<file path="src/rtl/ft_pkg.sv">
// Shared types and helpers for the lockstep recovery sequencer.
package ft_pkg;

   localparam int CNT_WIDTH       = 8;
   localparam int BEAT_ADDR_WIDTH = 5;
   localparam int BEAT_DATA_WIDTH = 32;

   typedef enum logic [2:0] {
      FT_IDLE     = 3'd0,
      FT_HALTING  = 3'd1,
      FT_RESTORE  = 3'd2,
      FT_SET_PC   = 3'd3,
      FT_RELEASE  = 3'd4
   } ft_rst_state_e;

   typedef struct packed {
      logic [BEAT_ADDR_WIDTH-1:0] addr;
      logic [BEAT_DATA_WIDTH-1:0] data;
   } ft_beat_t;

   // Recovery counter increment that sticks at all-ones instead of wrapping.
   function automatic logic [CNT_WIDTH-1:0] cnt_sat_inc(input logic [CNT_WIDTH-1:0] cnt);
      if (cnt == {CNT_WIDTH{1'b1}}) begin
         return cnt;
      end else begin
         return cnt + {{(CNT_WIDTH-1){1'b0}}, 1'b1};
      end
   endfunction

endpackage

</file>
<file path="src/rtl/ft_restore_ctrl_if.sv">
// Bundle between comparator/cores (master side) and the recovery sequencer (slave side).
interface ft_restore_ctrl_if #(
   parameter int ADDR_WIDTH = 5,
   parameter int DATA_WIDTH = 32
);
   logic                  halt_i;
   logic                  shift_i;
   logic [ADDR_WIDTH-1:0] addr_i;
   logic [DATA_WIDTH-1:0] data_i;
   logic                  resume_i;
   logic                  reset_i;
   logic [DATA_WIDTH-1:0] spc_i;
   logic                  halted_i;
   logic                  dbg_gnt_i;
   logic                  core_halt_o;
   logic                  core_rst_o;
   logic                  dbg_req_o;
   logic                  dbg_pc_sel_o;
   logic [ADDR_WIDTH-1:0] dbg_addr_o;
   logic [DATA_WIDTH-1:0] dbg_wdata_o;
   logic                  busy_o;
   logic                  done_o;
   logic                  overflow_o;
   logic [7:0]            recovery_cnt_o;

   modport master (
      output halt_i, shift_i, addr_i, data_i, resume_i, reset_i, spc_i, halted_i, dbg_gnt_i,
      input  core_halt_o, core_rst_o, dbg_req_o, dbg_pc_sel_o, dbg_addr_o, dbg_wdata_o,
             busy_o, done_o, overflow_o, recovery_cnt_o
   );

   modport slave (
      input  halt_i, shift_i, addr_i, data_i, resume_i, reset_i, spc_i, halted_i, dbg_gnt_i,
      output core_halt_o, core_rst_o, dbg_req_o, dbg_pc_sel_o, dbg_addr_o, dbg_wdata_o,
             busy_o, done_o, overflow_o, recovery_cnt_o
   );
endinterface

</file>
<file path="src/rtl/ft_sync_fifo.sv">
// Synchronous FIFO with combinational head read; pointers carry one extra wrap bit.
module ft_sync_fifo #(
   parameter int WIDTH = 37,
   parameter int DEPTH = 32
) (
   input  logic             clk,
   input  logic             rst,
   input  logic             clr,
   input  logic             push,
   input  logic             pop,
   input  logic [WIDTH-1:0] wdata,
   output logic [WIDTH-1:0] rdata,
   output logic             full,
   output logic             empty
);
   localparam int PTR_WIDTH = $clog2(DEPTH);
   localparam logic [PTR_WIDTH:0] PTR_ONE  = {{PTR_WIDTH{1'b0}}, 1'b1};
   localparam logic [PTR_WIDTH:0] PTR_ZERO = {(PTR_WIDTH+1){1'b0}};

   logic [PTR_WIDTH:0] wr_ptr_r;
   logic [PTR_WIDTH:0] rd_ptr_r;
   logic [WIDTH-1:0]   mem_r [DEPTH];
   logic               full_s;
   logic               empty_s;
   logic               do_push_s;
   logic               do_pop_s;

   assign empty_s   = (wr_ptr_r == rd_ptr_r);
   assign full_s    = (wr_ptr_r[PTR_WIDTH] != rd_ptr_r[PTR_WIDTH]) &&
                      (wr_ptr_r[PTR_WIDTH-1:0] == rd_ptr_r[PTR_WIDTH-1:0]);
   // A push into a full FIFO is accepted only when the head leaves in the same cycle.
   assign do_push_s = push & (~full_s | pop);
   assign do_pop_s  = pop & ~empty_s;

   assign rdata = mem_r[rd_ptr_r[PTR_WIDTH-1:0]];
   assign full  = full_s;
   assign empty = empty_s;

   // Pointer update; clear wins over any push/pop in the same cycle.
   always_ff @(posedge clk or posedge rst) begin
      if (rst) begin
         wr_ptr_r <= PTR_ZERO;
         rd_ptr_r <= PTR_ZERO;
      end else if (clr) begin
         wr_ptr_r <= PTR_ZERO;
         rd_ptr_r <= PTR_ZERO;
      end else begin
         if (do_push_s) wr_ptr_r <= wr_ptr_r + PTR_ONE;
         if (do_pop_s)  rd_ptr_r <= rd_ptr_r + PTR_ONE;
      end
   end

   // Beat storage; contents are only meaningful between the pointers.
   always_ff @(posedge clk) begin
      if (do_push_s) mem_r[wr_ptr_r[PTR_WIDTH-1:0]] <= wdata;
   end
endmodule

</file>
<file path="src/rtl/ft_restore_ctrl.sv">
// Recovery sequencer: halts the lockstep cores, replays buffered restore beats
// through the debug port, writes the safe PC and optionally pulses core reset.
module ft_restore_ctrl
   import ft_pkg::*;
#(
   parameter int ADDR_WIDTH = 5,
   parameter int DATA_WIDTH = 32,
   parameter int FIFO_DEPTH = 32,
   parameter int RST_CYCLES = 4
) (
   input logic          clk_i,
   input logic          rst_i,
   ft_restore_ctrl_if.slave bus
);
   localparam logic [2:0] S_IDLE    = FT_IDLE;
   localparam logic [2:0] S_HALTING = FT_HALTING;
   localparam logic [2:0] S_RESTORE = FT_RESTORE;
   localparam logic [2:0] S_SET_PC  = FT_SET_PC;
   localparam logic [2:0] S_RELEASE = FT_RELEASE;

   localparam int BEAT_WIDTH = ADDR_WIDTH + DATA_WIDTH;
   localparam int RCNT_WIDTH = (RST_CYCLES > 1) ? $clog2(RST_CYCLES) : 1;
   localparam logic [RCNT_WIDTH-1:0] RCNT_LOAD = RCNT_WIDTH'(RST_CYCLES - 1);
   localparam logic [RCNT_WIDTH-1:0] RCNT_ZERO = {RCNT_WIDTH{1'b0}};
   localparam logic [RCNT_WIDTH-1:0] RCNT_ONE  = RCNT_WIDTH'(1);

   logic [2:0]            state_r;
   logic                  resume_pend_r;
   logic                  rst_pend_r;
   logic                  core_halt_r;
   logic                  core_rst_r;
   logic                  done_r;
   logic                  overflow_r;
   logic [DATA_WIDTH-1:0] pc_r;
   logic [RCNT_WIDTH-1:0] rst_cnt_r;
   logic [CNT_WIDTH-1:0]  rec_cnt_r;

   logic                  busy_s;
   logic                  push_s;
   logic                  pop_s;
   logic                  release_done_s;
   logic                  rst_pend_nxt_s;
   logic                  fifo_full_s;
   logic                  fifo_empty_s;
   logic [BEAT_WIDTH-1:0] fifo_head_s;
   logic                  dbg_req_s;
   logic                  dbg_pc_sel_s;
   logic [ADDR_WIDTH-1:0] dbg_addr_s;
   logic [DATA_WIDTH-1:0] dbg_wdata_s;

   assign busy_s = (state_r != S_IDLE);
   // The comparator never waits, so beats are captured in every busy state.
   assign push_s = busy_s & bus.shift_i;
   assign pop_s  = (state_r == S_RESTORE) & ~fifo_empty_s & bus.dbg_gnt_i;
   // RELEASE ends once the reset pulse (if any) has run its full length.
   assign release_done_s = (state_r == S_RELEASE) & ~(core_rst_r & (rst_cnt_r != RCNT_ZERO));
   // A reset_i arriving on the PC-write grant cycle must still produce the pulse.
   assign rst_pend_nxt_s = rst_pend_r | bus.reset_i;

   ft_sync_fifo #(
      .WIDTH (BEAT_WIDTH),
      .DEPTH (FIFO_DEPTH)
   ) u_beat_fifo (
      .clk   (clk_i),
      .rst   (rst_i),
      .clr   (release_done_s),
      .push  (push_s),
      .pop   (pop_s),
      .wdata ({bus.addr_i, bus.data_i}),
      .rdata (fifo_head_s),
      .full  (fifo_full_s),
      .empty (fifo_empty_s)
   );

   // Main recovery FSM with core halt/reset drives, done pulse and recovery counter.
   always_ff @(posedge clk_i or posedge rst_i) begin
      if (rst_i) begin
         state_r     <= S_IDLE;
         core_halt_r <= 1'b0;
         core_rst_r  <= 1'b0;
         rst_cnt_r   <= RCNT_ZERO;
         done_r      <= 1'b0;
         rec_cnt_r   <= {CNT_WIDTH{1'b0}};
      end else begin
         done_r <= 1'b0;
         case (state_r)
            S_IDLE: begin
               if (bus.halt_i) begin
                  state_r     <= S_HALTING;
                  core_halt_r <= 1'b1;
               end
            end
            S_HALTING: begin
               if (bus.halted_i) state_r <= S_RESTORE;
            end
            S_RESTORE: begin
               if (resume_pend_r & fifo_empty_s & ~push_s) state_r <= S_SET_PC;
            end
            S_SET_PC: begin
               if (bus.dbg_gnt_i) begin
                  state_r    <= S_RELEASE;
                  core_rst_r <= rst_pend_nxt_s;
                  rst_cnt_r  <= RCNT_LOAD;
               end
            end
            S_RELEASE: begin
               if (release_done_s) begin
                  state_r     <= S_IDLE;
                  core_halt_r <= 1'b0;
                  core_rst_r  <= 1'b0;
                  done_r      <= 1'b1;
                  rec_cnt_r   <= cnt_sat_inc(rec_cnt_r);
               end else begin
                  rst_cnt_r <= rst_cnt_r - RCNT_ONE;
               end
            end
            default: begin
               state_r     <= S_IDLE;
               core_halt_r <= 1'b0;
               core_rst_r  <= 1'b0;
            end
         endcase
      end
   end

   // Pending resume/reset flags and safe-PC latch; only live while busy.
   always_ff @(posedge clk_i or posedge rst_i) begin
      if (rst_i) begin
         resume_pend_r <= 1'b0;
         rst_pend_r    <= 1'b0;
         pc_r          <= {DATA_WIDTH{1'b0}};
      end else if (release_done_s) begin
         resume_pend_r <= 1'b0;
         rst_pend_r    <= 1'b0;
      end else if (busy_s) begin
         if (bus.resume_i) begin
            resume_pend_r <= 1'b1;
            pc_r          <= bus.spc_i;
         end
         if (bus.reset_i) rst_pend_r <= 1'b1;
      end
   end

   // Sticky beat-drop flag; a simultaneous pop frees the slot so that is not a drop.
   always_ff @(posedge clk_i or posedge rst_i) begin
      if (rst_i) begin
         overflow_r <= 1'b0;
      end else if (push_s & fifo_full_s & ~pop_s) begin
         overflow_r <= 1'b1;
      end
   end

   // Debug write request decode; address/data are forced to zero when idle.
   always_comb begin
      dbg_req_s    = 1'b0;
      dbg_pc_sel_s = 1'b0;
      dbg_addr_s   = {ADDR_WIDTH{1'b0}};
      dbg_wdata_s  = {DATA_WIDTH{1'b0}};
      case (state_r)
         S_RESTORE: begin
            if (!fifo_empty_s) begin
               dbg_req_s   = 1'b1;
               dbg_addr_s  = fifo_head_s[BEAT_WIDTH-1:DATA_WIDTH];
               dbg_wdata_s = fifo_head_s[DATA_WIDTH-1:0];
            end else begin
               dbg_req_s   = 1'b0;
            end
         end
         S_SET_PC: begin
            dbg_req_s    = 1'b1;
            dbg_pc_sel_s = 1'b1;
            dbg_wdata_s  = pc_r;
         end
         default: begin
            dbg_req_s    = 1'b0;
         end
      endcase
   end

   assign bus.core_halt_o    = core_halt_r;
   assign bus.core_rst_o     = core_rst_r;
   assign bus.dbg_req_o      = dbg_req_s;
   assign bus.dbg_pc_sel_o   = dbg_pc_sel_s;
   assign bus.dbg_addr_o     = dbg_addr_s;
   assign bus.dbg_wdata_o    = dbg_wdata_s;
   assign bus.busy_o         = busy_s;
   assign bus.done_o         = done_r;
   assign bus.overflow_o     = overflow_r;
   assign bus.recovery_cnt_o = rec_cnt_r;
endmodule
</file>
<file path="src/flat_wrapper.sv">
// flat-port wrapper written by rule: the top's interface ports become plain ports
module ft_restore_ctrl_flat import ft_pkg::*;
#(
   parameter int ADDR_WIDTH = 5,
   parameter int DATA_WIDTH = 32,
   parameter int FIFO_DEPTH = 32,
   parameter int RST_CYCLES = 4
)
  (clk_i, rst_i, bus_halt_i, bus_shift_i, bus_addr_i, bus_data_i, bus_resume_i, bus_reset_i, bus_spc_i, bus_halted_i, bus_dbg_gnt_i, bus_core_halt_o, bus_core_rst_o, bus_dbg_req_o, bus_dbg_pc_sel_o, bus_dbg_addr_o, bus_dbg_wdata_o, bus_busy_o, bus_done_o, bus_overflow_o, bus_recovery_cnt_o);
  ft_restore_ctrl_if #(.ADDR_WIDTH(ADDR_WIDTH), .DATA_WIDTH(DATA_WIDTH)) bus_i ();
  input logic clk_i;
  input logic rst_i;
  input wire logic [$bits(bus_i.halt_i)-1:0] bus_halt_i;
  input wire logic [$bits(bus_i.shift_i)-1:0] bus_shift_i;
  input wire logic [$bits(bus_i.addr_i)-1:0] bus_addr_i;
  input wire logic [$bits(bus_i.data_i)-1:0] bus_data_i;
  input wire logic [$bits(bus_i.resume_i)-1:0] bus_resume_i;
  input wire logic [$bits(bus_i.reset_i)-1:0] bus_reset_i;
  input wire logic [$bits(bus_i.spc_i)-1:0] bus_spc_i;
  input wire logic [$bits(bus_i.halted_i)-1:0] bus_halted_i;
  input wire logic [$bits(bus_i.dbg_gnt_i)-1:0] bus_dbg_gnt_i;
  output wire logic [$bits(bus_i.core_halt_o)-1:0] bus_core_halt_o;
  output wire logic [$bits(bus_i.core_rst_o)-1:0] bus_core_rst_o;
  output wire logic [$bits(bus_i.dbg_req_o)-1:0] bus_dbg_req_o;
  output wire logic [$bits(bus_i.dbg_pc_sel_o)-1:0] bus_dbg_pc_sel_o;
  output wire logic [$bits(bus_i.dbg_addr_o)-1:0] bus_dbg_addr_o;
  output wire logic [$bits(bus_i.dbg_wdata_o)-1:0] bus_dbg_wdata_o;
  output wire logic [$bits(bus_i.busy_o)-1:0] bus_busy_o;
  output wire logic [$bits(bus_i.done_o)-1:0] bus_done_o;
  output wire logic [$bits(bus_i.overflow_o)-1:0] bus_overflow_o;
  output wire logic [$bits(bus_i.recovery_cnt_o)-1:0] bus_recovery_cnt_o;
  assign bus_i.halt_i = bus_halt_i;
  assign bus_i.shift_i = bus_shift_i;
  assign bus_i.addr_i = bus_addr_i;
  assign bus_i.data_i = bus_data_i;
  assign bus_i.resume_i = bus_resume_i;
  assign bus_i.reset_i = bus_reset_i;
  assign bus_i.spc_i = bus_spc_i;
  assign bus_i.halted_i = bus_halted_i;
  assign bus_i.dbg_gnt_i = bus_dbg_gnt_i;
  assign bus_core_halt_o = bus_i.core_halt_o;
  assign bus_core_rst_o = bus_i.core_rst_o;
  assign bus_dbg_req_o = bus_i.dbg_req_o;
  assign bus_dbg_pc_sel_o = bus_i.dbg_pc_sel_o;
  assign bus_dbg_addr_o = bus_i.dbg_addr_o;
  assign bus_dbg_wdata_o = bus_i.dbg_wdata_o;
  assign bus_busy_o = bus_i.busy_o;
  assign bus_done_o = bus_i.done_o;
  assign bus_overflow_o = bus_i.overflow_o;
  assign bus_recovery_cnt_o = bus_i.recovery_cnt_o;
  ft_restore_ctrl #(.ADDR_WIDTH(ADDR_WIDTH), .DATA_WIDTH(DATA_WIDTH), .FIFO_DEPTH(FIFO_DEPTH), .RST_CYCLES(RST_CYCLES)) u_core (.clk_i(clk_i), .rst_i(rst_i), .bus(bus_i));
endmodule
</file>
<file path="config.mk">
export PLATFORM = sky130hd
export DESIGN_NAME = ft_restore_ctrl_flat
export DESIGN_NICKNAME = d
export VERILOG_FILES = /design/src/rtl/ft_pkg.sv /design/src/rtl/ft_restore_ctrl_if.sv /design/src/rtl/ft_sync_fifo.sv /design/src/rtl/ft_restore_ctrl.sv /design/src/flat_wrapper.sv
export SDC_FILE = /design/constraint.sdc
export NUM_CORES = 1
export LEC_CHECK = 0
export BUFFER_PORTS_ARGS = -buffer_cell sky130_fd_sc_hd__buf_2
export CAP_MARGIN = 20
export CORE_ASPECT_RATIO = 0.9
export CORE_MARGIN = 2
export CORE_UTILIZATION = 31
export DETAILED_ROUTE_END_ITERATION = 6
export RECOVER_POWER = 25
export SLEW_MARGIN = 20
export SYNTH_ARGS = -nofsm -noshare
export SYNTH_HDL_FRONTEND = slang
export SYNTH_SLANG_ARGS = --single-unit
</file>
<file path="constraint.sdc">
create_clock -name clk_i -period 7.4 [get_ports clk_i]
set_input_delay 0.37 -clock clk_i [delete_from_list [all_inputs] [get_ports clk_i]]
set_output_delay 0.37 -clock clk_i [all_outputs]
set_load 0.05 [all_outputs]
</file>
# == After elaboration in Yosys (flattened, before gate mapping) ==
# Memory sizes are Yosys's and may differ from the RTL's.
# Index checks and enable logic that the tools add are counted.
# totals
ff_bits,63
ram_bits,1184
input_bits,77
word_cells,108
mem_count,1
# mem_list
name,depth,word_bits,rd,rd_ports_with_merged_regs,wr,line,rtl
u_core.u_beat_fifo.mem_r,32,37,1,0,1,ft_sync_fifo.sv:22,logic [WIDTH-1:0] mem_r [DEPTH];
# classes
addsub,4
n_eq_ne,14
muxes,35
n_bitwise,22
reduce_logical,20
# op_table
cell,count
one-hot mux 32 bit (2 select lines),1
2-to-1 mux 32 bit,1
2-to-1 mux 6 bit,4
2-to-1 mux 1 bit,15
2-to-1 mux 3 bit,5
one-hot mux 3 bit (5 select lines),1
AND reduction 3 bit,5
nonzero test 2 bit,7
adder 6 x 1 -> 6 bit (second input constant),2
bitwise AND 1 bit,11
2-to-1 mux 5 bit,2
inequality test 2 bit (second input constant),5
inverter 1 bit,9
adder 8 x 1 -> 8 bit (second input constant),1
== test 8 bit (second input constant),1
== test 3 x 2 -> 1 bit (second input constant),2
== test 6 bit,1
one-hot mux 1 bit (3 select lines),2
OR reduction 3 bit,2
== test 5 bit,1
AND reduction 5 bit,1
2-to-1 mux 2 bit,2
one-hot mux 2 bit (2 select lines),1
AND reduction 2 bit,2
10 further kinds,11

# == Depth between registers and ports, before layout ==
# Gate-level depths: netlist of run 1.
# depth
word_depth,8
mapped_depth,9
mapped_depth_nobuf,7

# == By module ==
# From an unflattened synthesis of run 1, not the netlist that was laid out.
# hier_totals
cells_unflattened,2784
area_unflattened_um2,48911.9
# by_module_without_submodules
mod,n_inst,cells_each,area_per_inst_um2,seq_area_each_um2
ft_sync_fifo,1,2574,46380.7,35854.4
ft_restore_ctrl,1,210,2531.2,1276.2

# == Least setup slack after synthesis of run 1 ==
# Ideal clock, no wire load.
# synth_path
kind,register -> register
start,register u_core.state_r[0]
end,memory u_core.u_beat_fifo.mem_r[29][0] (enable)
setup_time_ps,431
arrival_time_ps,3533
required_ps,6969
setup_slack_ps,3436
path_stages_with_launch,8
path_buffers,2
synth_period_minus_slack_ps,3964
cell_sequence,dfrtp_1 -> clkbuf_1 -> or3_1 -> clkbuf_1 -> nand2_1 -> a31oi_2 -> nand2_1 -> nor2_1
# synth_between
elab_cells_between_ends,9
# synth_lines
item,line,rtl
start: declaration,ft_restore_ctrl.sv:27,logic [2:0] state_r;
start signal: assignment,ft_restore_ctrl.sv:78,state_r <= S_IDLE;
start signal: assignment,ft_restore_ctrl.sv:89,state_r <= S_HALTING;
start signal: assignment,ft_restore_ctrl.sv:94,if (bus.halted_i) state_r <= S_RESTORE;
nonzero test 3 bit,ft_restore_ctrl.sv:51,assign busy_s = (state_r != S_IDLE);
net bus_busy_o,flat_wrapper.sv:28,output wire logic [$bits(bus_i.busy_o)-1:0] bus_busy_o;
bitwise AND 1 bit,ft_restore_ctrl.sv:53,assign push_s = busy_s & bus.shift_i;
bitwise AND 1 bit,ft_sync_fifo.sv:32,assign do_push_s = push & (~full_s | pop);
2-to-1 mux 1 bit,ft_sync_fifo.sv:55,if (do_push_s) mem_r[wr_ptr_r[PTR_WIDTH-1:0]] <= wdata;
2-to-1 mux 1 bit (not written as such),ft_sync_fifo.sv:55,
end: declaration,ft_sync_fifo.sv:22,
# The timed path passes the listed nets, and every way through them passes these cells.

# == Final worst setup path of run 1 ==
# layout_path
start,register u_core.u_beat_fifo.rd_ptr_r[0]
end,output bus_dbg_wdata_o[17]
# layout_between
elab_chain_cells,3
elab_cells_between_ends,4
# layout_rtl
item,line,rtl
start: declaration,ft_sync_fifo.sv:21,logic [PTR_WIDTH:0] rd_ptr_r;
start signal: assignment,ft_sync_fifo.sv:49,if (do_pop_s) rd_ptr_r <= rd_ptr_r + PTR_ONE;
memory (32 x 37 bit) / == test 6 bit (equally long branches),-,
2-to-1 mux 32 bit (*),ft_restore_ctrl.sv:161,if (!fifo_empty_s) begin
one-hot mux 32 bit (2 select lines) (*),ft_restore_ctrl.sv:159,case (state_r)
end: declaration,flat_wrapper.sv:27,output wire logic [$bits(bus_i.dbg_wdata_o)-1:0] bus_dbg_wdata_o;
# Every way passes the cells marked *; elsewhere a longest branch is shown, timed or not.

==> flow_summary.yaml, run 1 <==
run_status:
  outcome: "completed"
setup_path:
  crit_path_max_incr_delay_ns: 1.05
  rrSetupSlack_ns: 3.03
  reg2reg_depth: 6
  worst_ep_required_time_ns: 7.03
  slowest_stage: "dfrtp_4"
  arrival_ns: 4.96
  r2r_start: "u_core.u_beat_fifo.rd_ptr_r[0]"
  start_kind: "register"
  endpoint_kind: "output pin"
  reg2reg_to: "u_core.u_beat_fifo.mem_r[6][7]"
  cp_max_fo: 99
  path_cells: "buf_12 -> buf_4 -> mux4_2 -> a22o_1 -> a221oi_1 -> o221ai_1 -> buf_2"
  crit_type: "register to output pin"
clocking:
  htree_num_levels: 4
  clock_path_buffers: 3
  clkSlewWorstSetupHoldPaths_ns: 0.06
  numCtsBuffers: 131
  cts_tree: "built"
  cts_sinks: 1247
  clock_latency_ns: 0.76
  postCtsHoldBufs: 39
  post-cts-setup-buffers: 0
  clock-root-buffer: "clkbuf_16"
  post_cts_resized: 0
sta:
  rsz0062_at_grt: "false"
  timing.final.crit_period_ns: 5.326
  max_freq_mhz: 187.8
  slew_headroom: 0.05987
  worstMarginPinSlew_ns: 1.410
  finalSetupViolCount: 0
  skew_ns: 0.02313
  slew_violations: 0
  setup_tns_ns: 0
  timing.final.crit_share: 0.7197
  hold_viol_final: 0
global_route:
  grt_pass1_wl_um: 173300
  top_usage_layer: "met2"
  grt_max_degree: 122
  antenna_found_initial: 16
  grt_pass1_vias: 23860
  grtUsageMet3: 0.03869
  overflow: 0
  gr-usage-all-layers: 0.1531
  use_met2: 0.2391
  grt_util_met1: 0.2089
synthesis:
  ys_warn_count: 0
  ys_async_sr_fraction: 0.05052
  synthesis.area_mm2: 0.04801
  ys_ff_latch: 1247
  synth_area_per_cell_um2: 21.92
  ys_types: 57
  ys.flop_type: "edfxtp_1"
  synth-edff-count: 1184
  syn_nets: 2274
  netlist_instances: 2190
  yosysSeqAreaShare: 0.7734
final_layout:
  syn2layout_area_growth_pct: 16.54
  drive_above_1_share: 0.2797
  final_nets: 2518
  fill_cells: 13920
drt:
  drt.antenna.violating_nets: 0
  routed_via_density: 5.101
  wl_um: 121700
  dr.pass1.iters: 5
  dr.first_iter.drc_count: 2556
  routedWlPerCell_um: 26.38
  vias: 23530
  route.detailed.drc: 0
floorplan:
  die_w_um: 418.8
  dieArea_mm2: 0.1580
  core_mm2: 0.1533
  rows: 136
  die_y_um: 377.3
  start_util: 0.3131
  boundaryPins: 129
pwr:
  powerDensity_mw_per_mm2: 358.2
  leakagePower_nw: 17.60
  irDropWorstVdd_mv: 0.2677
  p_total_mw: 20.04
place:
  hpwl_um: 66840
  gp_congestion: 0.7537
  port_buffers: 128
hold_path:
  hold_path.class: "primary input to asynchronous set/reset pin"
job:
  maxCapViolations: 0
-- area by class of cell --
| type | count | area, µm² | area share |
|---|---|---|---|
| multi-input combinational | 808 | 10440 | 0.1866 |
| inverter | 12 | 46.29 | 0.0008274 |
| tap | 2070 | 2590 | 0.04629 |
| clock buffer | 177 | 3532 | 0.06313 |
| timing repair buffer | 234 | 1605 | 0.02869 |
| sequential | 1247 | 37140 | 0.6638 |
| antenna | 5 | 12.51 | 0.0002236 |
| clock inverter | 60 | 580.6 | 0.01038 |
-- cell usage in the layout (no fill, tap or decap), drive strengths merged, types with 20 or more instances in the layout --
cell type    netlist  final
edfxtp          1184   1184
mux4             290    290
clkbuf            49    202
buf               74    170
nor2              84     84
dfrtp             63     63
nand2             56     56
clkinv             3     48
mux2i             45     45
a221oi            40     40
dlygate4sd3        0     39
mux2              33     33
a22o              31     31
nor2b             20     20
-- through the flow --
step	utilization	instance area (µm²)	worst slack [ns]	cells	hold WS, ns
after floorplan	-	48010	3.436	2190	0.4396
after global placement	0.3350	51370	2.638	4328	0.3740
after detailed placement	0.3355	51440	2.744	4331	0.3776
after CTS	0.3649	55940	1.911	4607	0.06474
after global routing	0.3649	55940	1.687	4610	0.1382
final	0.3649	55950	2.074	4613	0.1324
-- registers in the layout, summed over array words and instances (netlist names), 2 cells and up --
signal	flops
u_core.rst_cnt_r	2
u_core.u_beat_fifo.mem_r	1184
u_core.u_beat_fifo.wr_ptr_r	6
u_core.bus.recovery_cnt_o	8
u_core.state_r	3
u_core.pc_r	32
u_core.u_beat_fifo.rd_ptr_r	6
-- logic make-up (layout without fill, tap and decap cells) --
group,count (synthesis),after routing,synth area share
buffers and inverters,135,483,0.01462
xor gates and xnor gates,17,17,0.003101
adders and majority gates,7,7,0.001824
muxes,368,368,0.1532
and+or+nand+nor,211,211,0.01983
DFF,1247,1247,0.7734
AOI/OAI and AO/OA,205,205,0.03406
other,0,5,0
-- metal layers --
| layer | wire length [µm] | vias to the layer above | part of all wire |
|---|---|---|---|
| met5 | 81 | - | 0.00067 |
| met4 | 3699 | 12 | 0.030 |
| met3 | 8971 | 206 | 0.074 |
| met2 | 57360 | 875 | 0.47 |
| met1 | 51580 | 12670 | 0.42 |
| li1 | - | 9770 | - |
-- how the worst max path moves through the flow --
stage                              startpoint                               to  slack (ns)  cells past startpoint
3_3_place_gp   u_core.u_beat_fifo.rd_ptr_r[0]              bus_dbg_wdata_o[17]        2.64                      7
3_5_place_dp   u_core.u_beat_fifo.rd_ptr_r[0]              bus_dbg_wdata_o[17]        2.74                      7
5_1_grt        u_core.u_beat_fifo.rd_ptr_r[0]              bus_dbg_wdata_o[18]        1.69                      7
2_1_floorplan               u_core.state_r[0]  u_core.u_beat_fifo.mem_r[29][0]        3.44                      7
6_report       u_core.u_beat_fifo.rd_ptr_r[0]              bus_dbg_wdata_o[17]        2.07                      7
4_1_cts        u_core.u_beat_fifo.rd_ptr_r[0]              bus_dbg_wdata_o[17]        1.91                      7
-- synth_stat cells, types with 19 or more instances --
master,n,share of area
a21oi_1,19,0.0020
a221oi_1,40,0.0073
a22o_1,31,0.0057
buf_2,36,0.0038
clkbuf_1,49,0.0038
dfrtp_1,63,0.033
edfxtp_1,1184,0.74
mux2_2,25,0.0059
mux2i_1,45,0.0094
mux4_2,290,0.14
nand2_1,56,0.0044
nand3_1,19,0.0020
nor2_1,84,0.0066
nor2b_1,20,0.0026
o22ai_1,19,0.0025
-- power by group --
part | total, mW | internal (mW) | switching [mW]
Clock | 6.30 | 3.56 | 2.73
Sequential | 8.48 | 8.18 | 0.302
Combinational | 5.27 | 2.16 | 3.11
-- critical path: cells and delay by family, from the launching register on --
kind,cells,cell delay [ns]
flip-flops,1,1.05
buffers and inverters,3,1.60
multiplexers,1,0.57
AO/OA/AOI/OAI,3,0.81
Note: power is estimated with default switching activity, not from simulation.
==> run 2, diff against run 1 <==
clock period = 5.45 ns   (was 7.4 ns; I/O delays follow)
==> flow_summary.yaml, run 2 (synthesized netlist as in run 1, its figures left out) <==
pwr:
  power_frac_seq: 0.418
  p_int_mw: 19.07
  p_sw_mw: 8.488
  sw_frac_of_total: 0.3081
  leakagePower_nw: 17.71
  irDropWorstVdd_mv: 0.3157
  p_comb_frac: 0.264
  powerDensity_mw_per_mm2: 489.6
  p_total_mw: 27.55
  clock_power_share: 0.318
sta:
  rsz0062_at_grt: "false"
  skew_ns: 0.02104
  slew_headroom: 0.02577
  setup_tns_ns: 0
  slew_violations: 0
  timing.final.crit_share: 0.8148
  finalSetupViolCount: 0
  hold_viol_final: 0
  worstMarginPinSlew_ns: 1.461
  timing.final.crit_period_ns: 4.441
  max_freq_mhz: 225.2
final_layout:
  final_nets: 2527
  largest_reg_flops: 1184
  syn2layout_area_growth_pct: 17.23
  drive_above_1_share: 0.2824
  layout_commonest_cell: "edfxtp_1"
  register_area_mm2: 0.03714
  utilization: 0.3671
  multiInputGateArea_mm2: 0.01045
  fill_cells: 13890
  layout_common_cells: "edfxtp_1, mux4_2, clkbuf_16"
place:
  gp_congestion: 0.7699
  port_buffers: 128
  hpwl_um: 69980
floorplan:
  start_util: 0.3131
  dieArea_mm2: 0.1580
  boundaryPins: 129
  die_w_um: 418.8
  die_y_um: 377.3
  rows: 136
  core_mm2: 0.1533
drt:
  top_layer: "met5"
  met1_length_um: 50130
  route.detailed.drc: 0
  wl_met2_um: 58510
  drt.antenna.violating_nets: 0
  wl_um: 121300
  vias: 23540
  routed_via_density: 5.085
  routedWlPerCell_um: 26.21
  dr.pass1.iters: 7
  dr.first_iter.drc_count: 2355
  route.met3.wl_um: 8627
setup_path:
  path_cells: "buf_12 -> mux4_2 -> a22o_1 -> a2111oi_0 -> o41ai_1 -> buf_2"
  crit_path_max_incr_delay_ns: 0.85
  crit_type: "register to output pin"
  slowest_stage: "a2111oi_0"
  arrival_ns: 4.17
  cp_top_family: "compound AO/OA/AOI/OAI gates"
  critPathBufInv: 2
  endpoint_kind: "output pin"
  worst_ep_required_time_ns: 5.18
  cp_max_fo: 58
  start_kind: "register"
job:
  maxCapViolations: 0
global_route:
  grt_pass1_wl_um: 174400
  grt_max_degree: 103
  gr-usage-all-layers: 0.1537
  grt_pass1_vias: 24000
  overflow: 0
  antenna_found_initial: 13
hold_path:
  hold_path.class: "primary input to asynchronous set/reset pin"
clocking:
  cts_tree: "built"
  numCtsBuffers: 132
  clock_path_buffers: 3
  clock-root-buffer: "clkbuf_16"
  post-cts-setup-buffers: 0
  cts_sinks: 1247
  clkSlewWorstSetupHoldPaths_ns: 0.06
  clock_latency_ns: 0.75
  htree_num_levels: 4
run_status:
  outcome: "completed"
## run 2: changes by cell type in the layout (fill, tap and decap cells not counted), sizes merged
cell	before	now
buf	170	171
bufinv	5	9
clkbuf	202	197
clkinv	48	44
clkinvlp	2	6
diode	5	8
dlygate4sd3	39	48
inv	17	20
## run 2: worst register-to-register path: cells and delay by family (launching register included)
kind            cells  cell delay [ns]
buf+inv             1             0.33
simple gates        4             2.62
compound gates      1             0.50
flops               1             0.48
## run 2: final cells by class
| cell class | instances | area share |
|---|---|---|
| inverters | 12 | 0.0008226 |
| clock inverters | 67 | 0.01283 |
| diodes | 8 | 0.0003557 |
| repair buffers | 242 | 0.03257 |
| well taps | 2070 | 0.04602 |
| flip-flops and latches | 1247 | 0.6599 |
| clock buffers | 174 | 0.06185 |
| multi-input cells | 808 | 0.1856 |
## run 2: power groups by stage
stage	Sequential, mW	Clock (mW)	Combinational, mW
3_5_place_dp	11.7	0	7.36
3_3_place_gp	11.7	0	7.34
5_1_grt	11.6	9.30	7.73
6_report	11.5	8.75	7.28
2_1_floorplan	11.5	0	5.27
4_1_cts	11.5	8.94	7.42
## run 2: path summary, 6_finish.rpt
| path | to | cells after the start | from | slack [ns] |
|---|---|---|---|---|
| worst max register to register | u_core.u_beat_fifo.mem_r[0][22] | 6 | u_core.state_r[1] | 1.21 |
| worst min register to register | u_core.rst_cnt_r[0] | 1 | u_core.rst_cnt_r[0] | 0.47 |
| worst max-delay path | bus_dbg_wdata_o[8] | 6 | u_core.u_beat_fifo.rd_ptr_r[0] | 1.01 |
| min in group clk_i | u_core.u_beat_fifo.mem_r[5][24] | 1 | bus_data_i[24] | 0.08 |
| worst min-delay path | u_core.pc_r[21] | 3 | rst_i | 0.05 |
| max in group asynchronous | u_core.u_beat_fifo.rd_ptr_r[0] | 4 | rst_i | 4.25 |
## run 2: metal layers
layer  vias to the layer above  GRT usage
met5                         -          0
met4                        10    0.05327
met3                       208    0.03710
met2                       845     0.2456
met1                     12660     0.2051
li1                       9812          -
## run 2: repair_timing
| action | in CTS | in global routing |
|---|---|---|
| setup endpoints to repair | 0 | 0 |
| gates resized for setup | 0 | 0 |
| hold endpoints to repair | 199 | 0 |
| hold buffers | 48 | 0 |
## run 2: stage by stage
| stage | hold WS [ns] | area [µm²] | setup slack [ns] | instances |
|---|---|---|---|---|
| after floorplan | 0.3714 | 48010 | 1.486 | 2190 |
| after detailed placement | 0.2765 | 51580 | 1.339 | 4330 |
| final | 0.05018 | 56280 | 1.009 | 4628 |
| after global routing | 0.05488 | 56270 | 0.7912 | 4625 |
| after CTS | 0.003095 | 56260 | 0.8586 | 4619 |
| after global placement | 0.2722 | 51580 | 1.452 | 4330 |
